`src/rtl/spike_rate_decoder.sv`:
```
// Spike-train receiver: counts spikes over a window of neuron update strobes and
// publishes each window count via a valid/ready register. Option: SPIKE_RATE_DECODER_EMA_EN.
module spike_rate_decoder #(
  parameter int CNT_W = 8,
  parameter int WIN_W = 16
) (
  input  logic             i_clk,
  input  logic             i_rst_n,
  input  logic             i_en,
  input  logic             i_spike,
  input  logic             i_run,
  input  logic [WIN_W-1:0] i_win_len,
  input  logic             i_clr_ovr,
  output logic [CNT_W-1:0] o_rate,
  output logic             o_rate_valid,
  input  logic             i_rate_ready,
  output logic             o_sat,
  output logic             o_overrun,
  output logic             o_busy
);

  localparam logic [CNT_W-1:0] CNT_MAX = '1;
  localparam logic [WIN_W-1:0] WIN_ONE = WIN_W'(1);

  typedef enum logic {IDLE, COUNT} state_t;

  state_t           r_state;
  state_t           w_nextState;
  logic [WIN_W-1:0] r_len;
  logic [WIN_W-1:0] r_tickCnt;
  logic [CNT_W-1:0] r_spikeCnt;
  logic             r_satFlag;
  logic [CNT_W-1:0] r_rate;
  logic             r_rateValid;
  logic             r_sat;
  logic             r_overrun;

  logic             w_start;
  logic             w_tick;
  logic             w_last;
  logic             w_blocked;
  logic [CNT_W-1:0] w_finalCnt;
  logic             w_finalSat;
  logic [CNT_W-1:0] w_rateNext;
  logic [WIN_W-1:0] w_lenLatch;

  always_ff @(posedge i_clk or negedge i_rst_n) begin
    if (!i_rst_n) r_state <= IDLE;
    else          r_state <= w_nextState;
  end

  always_comb begin
    w_nextState = r_state;
    case (r_state)
      IDLE:    if (i_run)  w_nextState = COUNT;
      COUNT:   if (!i_run) w_nextState = IDLE;
      default: w_nextState = IDLE;
    endcase
  end

  // A falling run beats a tick in the same cycle, so a tick needs run still high.
  assign w_start    = (r_state == IDLE) && i_run;
  assign w_tick     = (r_state == COUNT) && i_run && i_en;
  assign w_last     = w_tick && (r_tickCnt == (r_len - WIN_ONE));
  assign w_blocked  = i_spike && (r_spikeCnt == CNT_MAX);
  assign w_finalCnt = (i_spike && !w_blocked) ? (r_spikeCnt + CNT_W'(1)) : r_spikeCnt;
  assign w_finalSat = r_satFlag | w_blocked;
  assign w_lenLatch = (i_win_len == '0) ? WIN_ONE : i_win_len;

  always_ff @(posedge i_clk or negedge i_rst_n) begin
    if (!i_rst_n) begin
      r_len      <= '0;
      r_tickCnt  <= '0;
      r_spikeCnt <= '0;
      r_satFlag  <= 1'b0;
    end else if (w_start || w_last) begin
      r_len      <= w_lenLatch;
      r_tickCnt  <= '0;
      r_spikeCnt <= '0;
      r_satFlag  <= 1'b0;
    end else if (w_tick) begin
      r_tickCnt  <= r_tickCnt + WIN_ONE;
      r_spikeCnt <= w_finalCnt;
      r_satFlag  <= w_finalSat;
    end
  end

`ifdef SPIKE_RATE_DECODER_EMA_EN
  // Fixed point with 2 fractional bits; survives leaving COUNT, cleared only by reset.
  logic [CNT_W+1:0]        r_ema;
  logic signed [CNT_W+2:0] w_emaDiff;
  logic [CNT_W+1:0]        w_emaNext;

  assign w_emaDiff  = $signed({1'b0, w_finalCnt, 2'b00}) - $signed({1'b0, r_ema});
  assign w_emaNext  = r_ema + (CNT_W+2)'(w_emaDiff >>> 2);
  assign w_rateNext = w_emaNext[CNT_W+1:2];

  always_ff @(posedge i_clk or negedge i_rst_n) begin
    if (!i_rst_n)    r_ema <= '0;
    else if (w_last) r_ema <= w_emaNext;
  end
`else
  assign w_rateNext = w_finalCnt;
`endif

  always_ff @(posedge i_clk or negedge i_rst_n) begin
    if (!i_rst_n) begin
      r_rate      <= '0;
      r_sat       <= 1'b0;
      r_rateValid <= 1'b0;
    end else if (w_last) begin
      r_rate      <= w_rateNext;
      r_sat       <= w_finalSat;
      r_rateValid <= 1'b1;
    end else if (r_rateValid && i_rate_ready) begin
      r_rateValid <= 1'b0;
    end
  end

  // Setting overrun takes priority over a simultaneous clear request.
  always_ff @(posedge i_clk or negedge i_rst_n) begin
    if (!i_rst_n)                                    r_overrun <= 1'b0;
    else if (w_last && r_rateValid && !i_rate_ready) r_overrun <= 1'b1;
    else if (i_clr_ovr)                              r_overrun <= 1'b0;
  end

  assign o_rate       = r_rate;
  assign o_rate_valid = r_rateValid;
  assign o_sat        = r_sat;
  assign o_overrun    = r_overrun;
  assign o_busy       = (r_state == COUNT);

endmodule

```
`config.mk`:
```
export PLATFORM = sky130hd
export DESIGN_NAME = spike_rate_decoder
export DESIGN_NICKNAME = d
export VERILOG_FILES = /design/src/rtl/spike_rate_decoder.sv
export SDC_FILE = /design/constraint.sdc
export NUM_CORES = 1
export LEC_CHECK = 0
export BUFFER_PORTS_ARGS = -buffer_cell sky130_fd_sc_hd__buf_4
export CAP_MARGIN = 30
export CORE_MARGIN = 3
export CORE_UTILIZATION = 46
export CTS_CLUSTER_SIZE = 8
export DETAILED_ROUTE_END_ITERATION = 10
export PLACE_DENSITY = 0.66
export SYNTH_ARGS = -nofsm -noshare
export SYNTH_HDL_FRONTEND = slang
export SYNTH_SLANG_ARGS = --single-unit
```
`constraint.sdc`:
```
create_clock -name i_clk -period 3.51 [get_ports i_clk]
set_input_delay 0.351 -clock i_clk [delete_from_list [all_inputs] [get_ports i_clk]]
set_output_delay 0.351 -clock i_clk [all_outputs]
set_load 0.01 [all_outputs]
```
==> results.cfg <==
[timing]
drv_slew = 0
worst_pin_slew_ns = 0.655
fmax_ghz = 0.313
finClkSkew_ns = 0.00630
max_slew_margin_pct = 56.3
worst_hold_slack_ns = 0.0589
tns_ns = 0
finalCritPeriodShare_pct = 90.9
setup_viol = 0
rsz0062_at_grt = no
fin_crit_ns = 3.19
hold_violations = 0

[synth]
synth_fa_ha_area_share_pct = 1.29
syn_nets = 298
ys_seq_area_share_pct = 45.5
ys_ff_latch = 53
syn_inst = 272
synth-simple-area-share_pct = 18.6
muxShareOfSynthArea_pct = 11.6
synth_top_cell_by_area = dfrtp_1
synth_ff_type = dfrtp_1
synth_area_leaders = dfrtp_1 45%, xor2_1 8.7%, xnor2_1 6.3%, mux2_2 5.8%, mux2_4 5.1%
synth_top_family_by_area = simple AND/OR/NAND/NOR gates
ys_warn_count = 0
syn_area_um2 = 2920
synth_edf_count = 0
synth-compound-area-share_pct = 5.06
synth_top_area_share_pct = 45.5
synth_area_per_cell_um2 = 10.7
async_reset_ff_share_pct = 100
synth_cell_type_count = 46
synth_xor_xnor_area_share_pct = 15.0

[setup_path]
crit_path_start_kind = flop
reg2reg_to = r_tickCnt[1]
crit_arrival_ns = 3.39
crit_path_end_kind = flop
r2r_cells = 10
crit_type = reg2reg
crit_fanout = 21
reg2reg_from = r_len[0]
reg2reg_slack_ns = 0.32
cp_data_required_time_ns = 3.71

[die]
die_y_um = 85.6
rows = 28
fp.dieW_um = 85.6
core-area_um2 = 6030
io_pins = 35
die_area_um2 = 7340
start_util_pct = 48.4

[routing]
routedWlPerCell_um = 14.5
drc = 0
dr.first_iter.drc_count = 128
drt-pass1-iter-count = 4
wirelength_um = 5580
vias = 2032
viasPerCell = 5.29
final_antenna_net_count = 0

[finish]
drive_gt1_share_pct = 25.6
nets = 334
syn_to_final_growth_pct = 14.2
multi_input_area_um2 = 1510
fillers = 540
antennaDiodeCount = 0
final_common_cell = dfrtp_1
regArea_um2 = 1330
mostFrequentLayoutCells = 53 x dfrtp_1, 40 x buf_4, 29 x nor2_1, 29 x xor2_1, 21 x xnor2_1

[placement]
post-dp-hpwl_um = 4100
gp_congestion = 0.760
numPortBuffers = 34

[clock_tree]
h-tree-depth = 2
hold_buffers = 0
cts_tree = yes
path_clk_slew_ns = 0.10
ctsRootBufferMaster = clkbuf_8
numCtsBuffers = 5
cts.sinks = 53
insertion_delay_ns = 0.31
max-clock-path-buffers = 2

[global_routing]
grt_pass1_wl_um = 9800
grt_remaining_overflow = 0
grt_pass1_vias = 2048
grt_usage_pct = 16.8
grt_max_degree = 54
antenna_found_initial = 0

[power_and_ir_drop]
p_total_uw = 1240
power_density_nw_per_um2 = 371
p_leak_uw = 0.00155
vdd_drop_max_mv = 0.192

[outcome]
status = completed

[min_path]
hold_path.class = in2async

[flow_run]
drv_cap = 0
[cell type report]
class / count / area share [%]
multi-input combinational: 204 / 45.2
sequential: 53 / 39.8
timing repair buffer: 40 / 9.01
tap: 75 / 2.82
clock buffer: 5 / 2.06
clock inverter: 3 / 0.676
inverter: 4 / 0.450
[through the flow]
step	setup WS, ns	utilization (%)	instances	cell area (um2)
2_1_floorplan	0.707	-	272	2920
3_3_place_gp	0.403	53.8	376	3240
3_5_place_dp	0.316	53.8	376	3240
4_1_cts	0.278	55.3	384	3330
5_1_grt	0.130	55.3	384	3330
6_report	0.318	55.3	384	3330
[flip-flops by register name, summed over array words and instances, names as in the netlist]
register / count
o_busy: 1
o_overrun: 1
o_rate: 8
o_rate_valid: 1
o_sat: 1
r_len: 16
r_satFlag: 1
r_spikeCnt: 8
r_tickCnt: 16
[cells in the mapped netlist (all sizes together), types with 4 or more instances]
cell,n
nor2,29
and3,8
buf,5
xnor2,21
nand3,9
mux2,25
xor2,29
nor4,5
dfrtp,53
nand2b,4
nand4,11
nor3,6
clkbuf,6
inv,4
nand2,19
[metal layers]
metal | vias up | GRT usage, % | share of wire [%]
met3 | 5 | 3.46 | 2.6
met4 | 0 | 5.18 | 0.70
met5 | - | 0 | 0
li1 | 1022 | - | -
met2 | 21 | 26.3 | 47
met1 | 984 | 23.5 | 50
[worst max path at each step]
stage,startpoint,to
after floorplan,r_len[9],r_len[11]
after CTS,r_len[0],r_tickCnt[6]
after detailed placement,r_len[0],r_tickCnt[1]
after global routing,r_len[0],r_tickCnt[9]
after global placement,r_len[0],r_tickCnt[1]
final,r_len[0],r_tickCnt[1]
[worst max-delay path, stage by stage (launching register included)]
cell       delay (ns)
dfrtp_1          0.43
inv_1            0.10
ha_1             0.31
nand2b_1         0.17
a21oi_1          0.07
a311o_1          0.27
a2111oi_1        0.53
buf_4            0.21
a41o_2           0.56
buf_4            0.34
nor2_1           0.09
[cells by family after synthesis]
| family | after synthesis |
|---|---|
| compound gates | 18 |
| xor+xnor | 50 |
| fa+ha+maj | 3 |
| buf+inv | 15 |
| flops | 53 |
| mux | 27 |
| simple gates | 106 |
[timing repair]
action,in CTS,in global routing
buffers inserted,0,0
endpoints found under the setup margin,0,8
resized for setup,0,1
[where the power goes]
group | total [uW] | internal, uW | switching, uW
registers | 692 | 643 | 49.5
logic | 197 | 107 | 89.5
clock network | 348 | 142 | 206
total | 1240 | 892 | 345
No activity file was read; power rests on OpenSTA's default activity.
